===== src/rtl/char_pixel_renderer.sv =====
// Text-mode pixel renderer: a small character buffer scanned by raster counters,
// two-stage pipeline turning glyph-array bits into a coloured pixel stream.
module char_pixel_renderer #(
  parameter int COLS        = 16,
  parameter int ROWS        = 4,
  parameter int SCALE_SHIFT = 3
) (
  input  logic                           clock,
  input  logic                           rst_n,
  input  logic                           frame_start,
  input  logic                           line_start,
  input  logic                           pixel_en,
  input  logic                           wr_en,
  input  logic [$clog2(COLS*ROWS)-1:0]   wr_addr,
  input  logic [5:0]                     wr_data,
  input  logic [2:0]                     fg_rgb,
  input  logic [2:0]                     bg_rgb,
  input  logic [35:0]                    glyph_bits,
  output logic [1:0]                     x_out,
  output logic [2:0]                     y_out,
  output logic [2:0]                     rgb_out,
  output logic                           rgb_valid
);

  localparam int CELLS = COLS * ROWS;
  localparam int AW    = $clog2(CELLS);
  localparam int CW    = $clog2(COLS + 1);
  localparam int RW    = $clog2(ROWS + 1);
  localparam int SW    = (SCALE_SHIFT > 0) ? SCALE_SHIFT : 1;
  localparam logic [SW-1:0] SUB_MAX = SW'((1 << SCALE_SHIFT) - 1);

  logic [5:0]    text_q [CELLS];

  logic [SW-1:0] hsub_q, hsub_d, hsub_cur;
  logic [2:0]    gc_q, gc_d, gc_cur;
  logic [CW-1:0] cc_q, cc_d, cc_cur;
  logic [SW-1:0] vsub_q, vsub_d;
  logic [2:0]    gr_q, gr_d;
  logic [RW-1:0] tr_q, tr_d;

  logic          s1_valid_q, blank_q;
  logic [5:0]    code_q;
  logic [1:0]    x_q;
  logic [2:0]    y_q;
  logic [2:0]    rgb_q;
  logic          valid_q;

  logic [AW-1:0] rd_idx;
  logic          in_range;
  logic [5:0]    rd_code;
  logic          blank_d;
  logic [63:0]   glyph_pad;
  logic          lit;

  // A line_start coinciding with pixel_en renders that pixel at column 0.
  always_comb begin
    hsub_cur = line_start ? '0 : hsub_q;
    gc_cur   = line_start ? 3'd0 : gc_q;
    cc_cur   = line_start ? '0 : cc_q;
    hsub_d   = hsub_cur;
    gc_d     = gc_cur;
    cc_d     = cc_cur;
    if (pixel_en) begin
      if (hsub_cur != SUB_MAX) begin
        hsub_d = hsub_cur + SW'(1);
      end else begin
        hsub_d = '0;
        if (gc_cur != 3'd4) begin
          gc_d = gc_cur + 3'd1;
        end else begin
          gc_d = 3'd0;
          if (cc_cur != CW'(COLS)) cc_d = cc_cur + CW'(1);
        end
      end
    end
  end

  // The vertical next state is also the row of any pixel rendered this cycle.
  always_comb begin
    vsub_d = vsub_q;
    gr_d   = gr_q;
    tr_d   = tr_q;
    if (frame_start) begin
      vsub_d = '0;
      gr_d   = 3'd0;
      tr_d   = '0;
    end else if (line_start) begin
      if (vsub_q != SUB_MAX) begin
        vsub_d = vsub_q + SW'(1);
      end else begin
        vsub_d = '0;
        if (gr_q != 3'd4) begin
          gr_d = gr_q + 3'd1;
        end else begin
          gr_d = 3'd0;
          if (tr_q != RW'(ROWS)) tr_d = tr_q + RW'(1);
        end
      end
    end
  end

  always_comb begin
    in_range = (tr_d < RW'(ROWS)) && (cc_cur < CW'(COLS));
    rd_idx   = AW'(tr_d) * AW'(COLS) + AW'(cc_cur);
    rd_code  = in_range ? text_q[rd_idx] : 6'h3f;
    blank_d  = (gc_cur == 3'd4) || (gr_d == 3'd4) || !in_range || (rd_code >= 6'd36);
  end

  always_ff @(posedge clock or negedge rst_n) begin
    if (!rst_n) begin
      hsub_q <= '0;
      gc_q   <= 3'd0;
      cc_q   <= '0;
      vsub_q <= '0;
      gr_q   <= 3'd0;
      tr_q   <= '0;
    end else begin
      hsub_q <= hsub_d;
      gc_q   <= gc_d;
      cc_q   <= cc_d;
      vsub_q <= vsub_d;
      gr_q   <= gr_d;
      tr_q   <= tr_d;
    end
  end

  // Out-of-range addresses match no cell, so those writes fall away.
  always_ff @(posedge clock or negedge rst_n) begin
    if (!rst_n) begin
      for (int i = 0; i < CELLS; i++) text_q[i] <= 6'h3f;
    end else begin
      for (int i = 0; i < CELLS; i++) begin
        if (wr_en && (wr_addr == AW'(i))) text_q[i] <= wr_data;
      end
    end
  end

  always_ff @(posedge clock or negedge rst_n) begin
    if (!rst_n) begin
      s1_valid_q <= 1'b0;
      blank_q    <= 1'b0;
      code_q     <= 6'd0;
      x_q        <= 2'd0;
      y_q        <= 3'd0;
    end else begin
      s1_valid_q <= pixel_en;
      if (pixel_en) begin
        x_q     <= gc_cur[1:0];
        y_q     <= {1'b0, gr_d[1:0]};
        code_q  <= rd_code;
        blank_q <= blank_d;
      end
    end
  end

  assign glyph_pad = {28'd0, glyph_bits};
  assign lit       = !blank_q && glyph_pad[code_q];

  always_ff @(posedge clock or negedge rst_n) begin
    if (!rst_n) begin
      rgb_q   <= 3'd0;
      valid_q <= 1'b0;
    end else begin
      valid_q <= s1_valid_q;
      rgb_q   <= s1_valid_q ? (lit ? fg_rgb : bg_rgb) : 3'd0;
    end
  end

  assign x_out     = x_q;
  assign y_out     = y_q;
  assign rgb_out   = rgb_q;
  assign rgb_valid = valid_q;

endmodule


===== config.mk =====
export PLATFORM = sky130hd
export DESIGN_NAME = char_pixel_renderer
export DESIGN_NICKNAME = d
export VERILOG_FILES = /design/src/rtl/char_pixel_renderer.sv
export SDC_FILE = /design/constraint.sdc
export NUM_CORES = 1
export LEC_CHECK = 0
export ABC_AREA = 1
export ABC_CLOCK_PERIOD_IN_PS = 3550
export CAP_MARGIN = 20
export CORE_MARGIN = 1.5
export CORE_UTILIZATION = 60
export DETAILED_ROUTE_END_ITERATION = 16
export PLACE_DENSITY_LB_ADDON = 0.12
export SYNTH_ARGS = -nofsm -noshare
export SYNTH_HDL_FRONTEND = slang
export SYNTH_SLANG_ARGS = --single-unit
export TNS_END_PERCENT = 30

===== constraint.sdc =====
create_clock -name clock -period 3.55 [get_ports clock]
set_clock_uncertainty 0.05 [all_clocks]
set_input_delay 0.71 -clock clock [delete_from_list [all_inputs] [get_ports clock]]
set_output_delay 0.71 -clock clock [all_outputs]
set_load 0.05 [all_outputs]

==> flow_metrics.tcl <==
set metrics [dict create \
    cts.repair.resized 0 \
    ys.flop_type "dfstp_2" \
    grt_max_degree 84 \
    fin_area_sq_um 23300 \
    synthSimpleGateAreaFrac 0.239 \
    drc_errors 0 \
    p_seq_frac 0.499 \
    period_share 0.827 \
    grt_usage 0.331 \
    rsz0062_at_grt "false" \
    synth_area_sq_um 20800 \
    synth_warnings 0 \
    crit_fanout 13 \
    period_needed_ps 2940 \
    syn_inst 2552 \
    status "complete, no violations" \
    multi_input_comb_area_sq_um 8310 \
    grt_antenna_before_repair 0 \
    cts_setup_buffers 0 \
    synth_xor_area_frac 0.00282 \
    ant_nets 0 \
    cts_tree "built" \
    hp-class "register to register" \
    dp_hpwl_mm 36.9 \
    fmax_ghz 0.341 \
    power_density_nw_per_um2 530 \
    worstSkewPairLatency_ps 590 \
    grt_pass1_wl_mm 93.0 \
    synth_top_family_by_area "simple AND/OR/NAND/NOR gates" \
    ys_seq_area_frac 0.527 \
    ios 69 \
    cts_buffers 45 \
    end_kind "register" \
    cp_data_arrival_time_ps 3340 \
    clockBufferDepth 3 \
    setup_tns_ps 0 \
    wl_mm 57.9 \
    clkPwrFrac 0.385 \
    synth_top_cell_by_area "dfstp_2" \
    synth-edff-count 0 \
    async_flop_share 1.00 \
    cts_root_buffer "clkbuf_16" \
    die_area_sq_um 35900 \
    h-tree-depth 2 \
    fin_cells 3023 \
    drtPass1Iterations 6 \
    cp-start-kind "register" \
    cell_internal_pwr_w 0.00918 \
    gp_congestion 0.902 \
    p_switching_w 0.00316 \
    drive_gt1_frac 0.222 \
    cts_hold_buf 0 \
    core_region_area_sq_um 34400 \
    path_class "register to register" \
    ys_types 42 \
    drtIter0Drc 1628 \
    grt.overflow.total 0 \
    final_nets 2608 \
    syn_avg_cell_area_sq_um 8.17 \
    clock_sinks 420 \
    synth.area.mux_share 0 \
    slew_headroom 0.426 \
    regArea_sq_um 11000 \
    grt_pass1_vias 16900 \
    routed_via_density 5.82 \
    clk_pin_slew_ps 60 \
    placed_area_sq_um 21800 \
    worst_pin_slew_ps 858 \
    start_util 0.606 \
    port-buffer-count 67 \
    synth_fa_ha_area_frac 0.00780 \
    cap_violations 0 \
    comb_power_share 0.116 \
    hold_viol 0 \
    slew_violations 0 \
    peakVddDrop_mv 0.407 \
    ys_ff_latch 420 \
    leakagePower_nw 9.41 \
    synth_area_leaders "dfstp_2 48%, nand2_1 13%, o21ai_0 11%" \
    required_ps 3950 \
    synth_compound_area_frac 0.148 \
    placementRows 68 \
    setup_viol 0 \
    wl_per_cell_um 19.2 \
    die_w_um 189 \
    synthToLayoutAreaGrowth_pct 11.6 \
    place_worst_setup_slack_ps 141 \
    sw_frac_of_total 0.256 \
    place_inst 2943 \
    fin_hold_ws_ps 387 \
    die_h_um 189 \
    vias 17600 \
    setup_slack_ps 615 \
    diodes 0 \
    nFillCells 2819 \
    synth.top_cell.area_share 0.484 \
    syn-num-nets 2625 \
]
-- worst max-delay path, cell delays in order (launching register included) --
cell	delay [ps]
dfrtp_1	400
ha_1	210
ha_1	190
nand2_1	120
inv_2	80
nand3_2	110
inv_2	60
nand2_1	80
o21ai_0	90
a21oi_1	180
ha_1	280
inv_1	340
nand3_1	120
nand3_1	90
nand2_1	60
nor2_1	140
nand3_1	90
nand2_1	60
nand2_1	40
-- power by group through the flow --
stage	sequential (W)	combinational, W	clock (W)
floorplan	0.00611	0.000933	0
global placement	0.00619	0.00137	0
detailed placement	0.00621	0.00142	0
CTS	0.00615	0.00143	0.00481
global route	0.00623	0.00164	0.00498
finish	0.00616	0.00143	0.00475
-- metal layers --
| layer | GRT usage | routed length (um) | vias up |
|---|---|---|---|
| met3 | 0.0599 | 4420 | 115 |
| met2 | 0.514 | 26200 | 693 |
| met5 | 0 | 0 | - |
| li1 | - | - | 8285 |
| met1 | 0.464 | 25500 | 8501 |
| met4 | 0.129 | 1850 | 0 |
-- layout by cell type (no fill, tap or decap), types with 43 or more instances in the layout --
cell type | Yosys | routed
nor2_1 | 189 | 189
nand2_1 | 734 | 733
nand3_1 | 212 | 212
inv_1 | 144 | 138
dfstp_2 | 384 | 384
clkbuf_16 | 0 | 49
buf_4 | 25 | 43
o21ai_0 | 454 | 454
o211ai_1 | 55 | 55
clkdlybuf4s50_1 | 0 | 66
-- layout make-up --
class / instances / share of cell area
Tap cell: 455 / 0.0245
Multi-Input combinational cell: 1790 / 0.357
Clock buffer: 69 / 0.0607
Inverter: 152 / 0.0246
Timing Repair Buffer: 126 / 0.0567
Clock inverter: 11 / 0.00371
Sequential cell: 420 / 0.473
-- state kept, by name, summed over array words and instances (netlist names) --
register / cells
blank_q: 1
cc_q: 5
code_q: 6
gc_q: 3
gr_q: 3
hsub_q: 3
rgb_out: 3
rgb_valid: 1
s1_valid_q: 1
text_q: 384
tr_q: 3
vsub_q: 3
x_out: 2
y_out: 2
-- worst paths after layout --
| kind | start | end | slack (ps) | depth (start not counted) |
|---|---|---|---|---|
| worst max-delay path | vsub_q[0] | blank_q | 610 | 18 |
| worst min-delay path | s1_valid_q | rgb_valid | 390 | 0 |
| worst max register to register | vsub_q[0] | blank_q | 610 | 18 |
| worst min register to register | s1_valid_q | rgb_valid | 390 | 0 |
| max in group asynchronous | rst_n | text_q[250] | 2400 | 2 |
| min in group asynchronous | rst_n | text_q[68] | 440 | 1 |
-- Yosys cell counts (all sizes together) (8+ instances only) --
| library cell | count |
|---|---|
| dfrtp | 36 |
| or2 | 39 |
| inv | 149 |
| nor3 | 8 |
| ha | 13 |
| o211ai | 55 |
| clkbuf | 92 |
| o21ai | 480 |
| nand2 | 736 |
| o221ai | 17 |
| buf | 98 |
| nand3 | 214 |
| a21oi | 17 |
| dfstp | 384 |
| nor2 | 194 |
-- per-stage QoR --
| stage | total power, W | util |
|---|---|---|
| after global placement | 0.00756 | 0.633 |
| after CTS | 0.0124 | 0.677 |
| after global routing | 0.0129 | 0.677 |
| final | 0.0123 | 0.677 |
| after floorplan | 0.00705 | - |
| after detailed placement | 0.00762 | 0.633 |
-- cell families (layout without fill, tap and decap cells) --
group	count (synthesis)	count (layout)
other	1	1
AO/OA/AOI/OAI	573	573
flip-flops	420	420
buffers and inverters	342	358
AND/OR/NAND/NOR	1198	1198
adder cells (fa/ha/maj)	13	13
XOR/XNOR	5	5
Power figures use the tool's default switching activity.
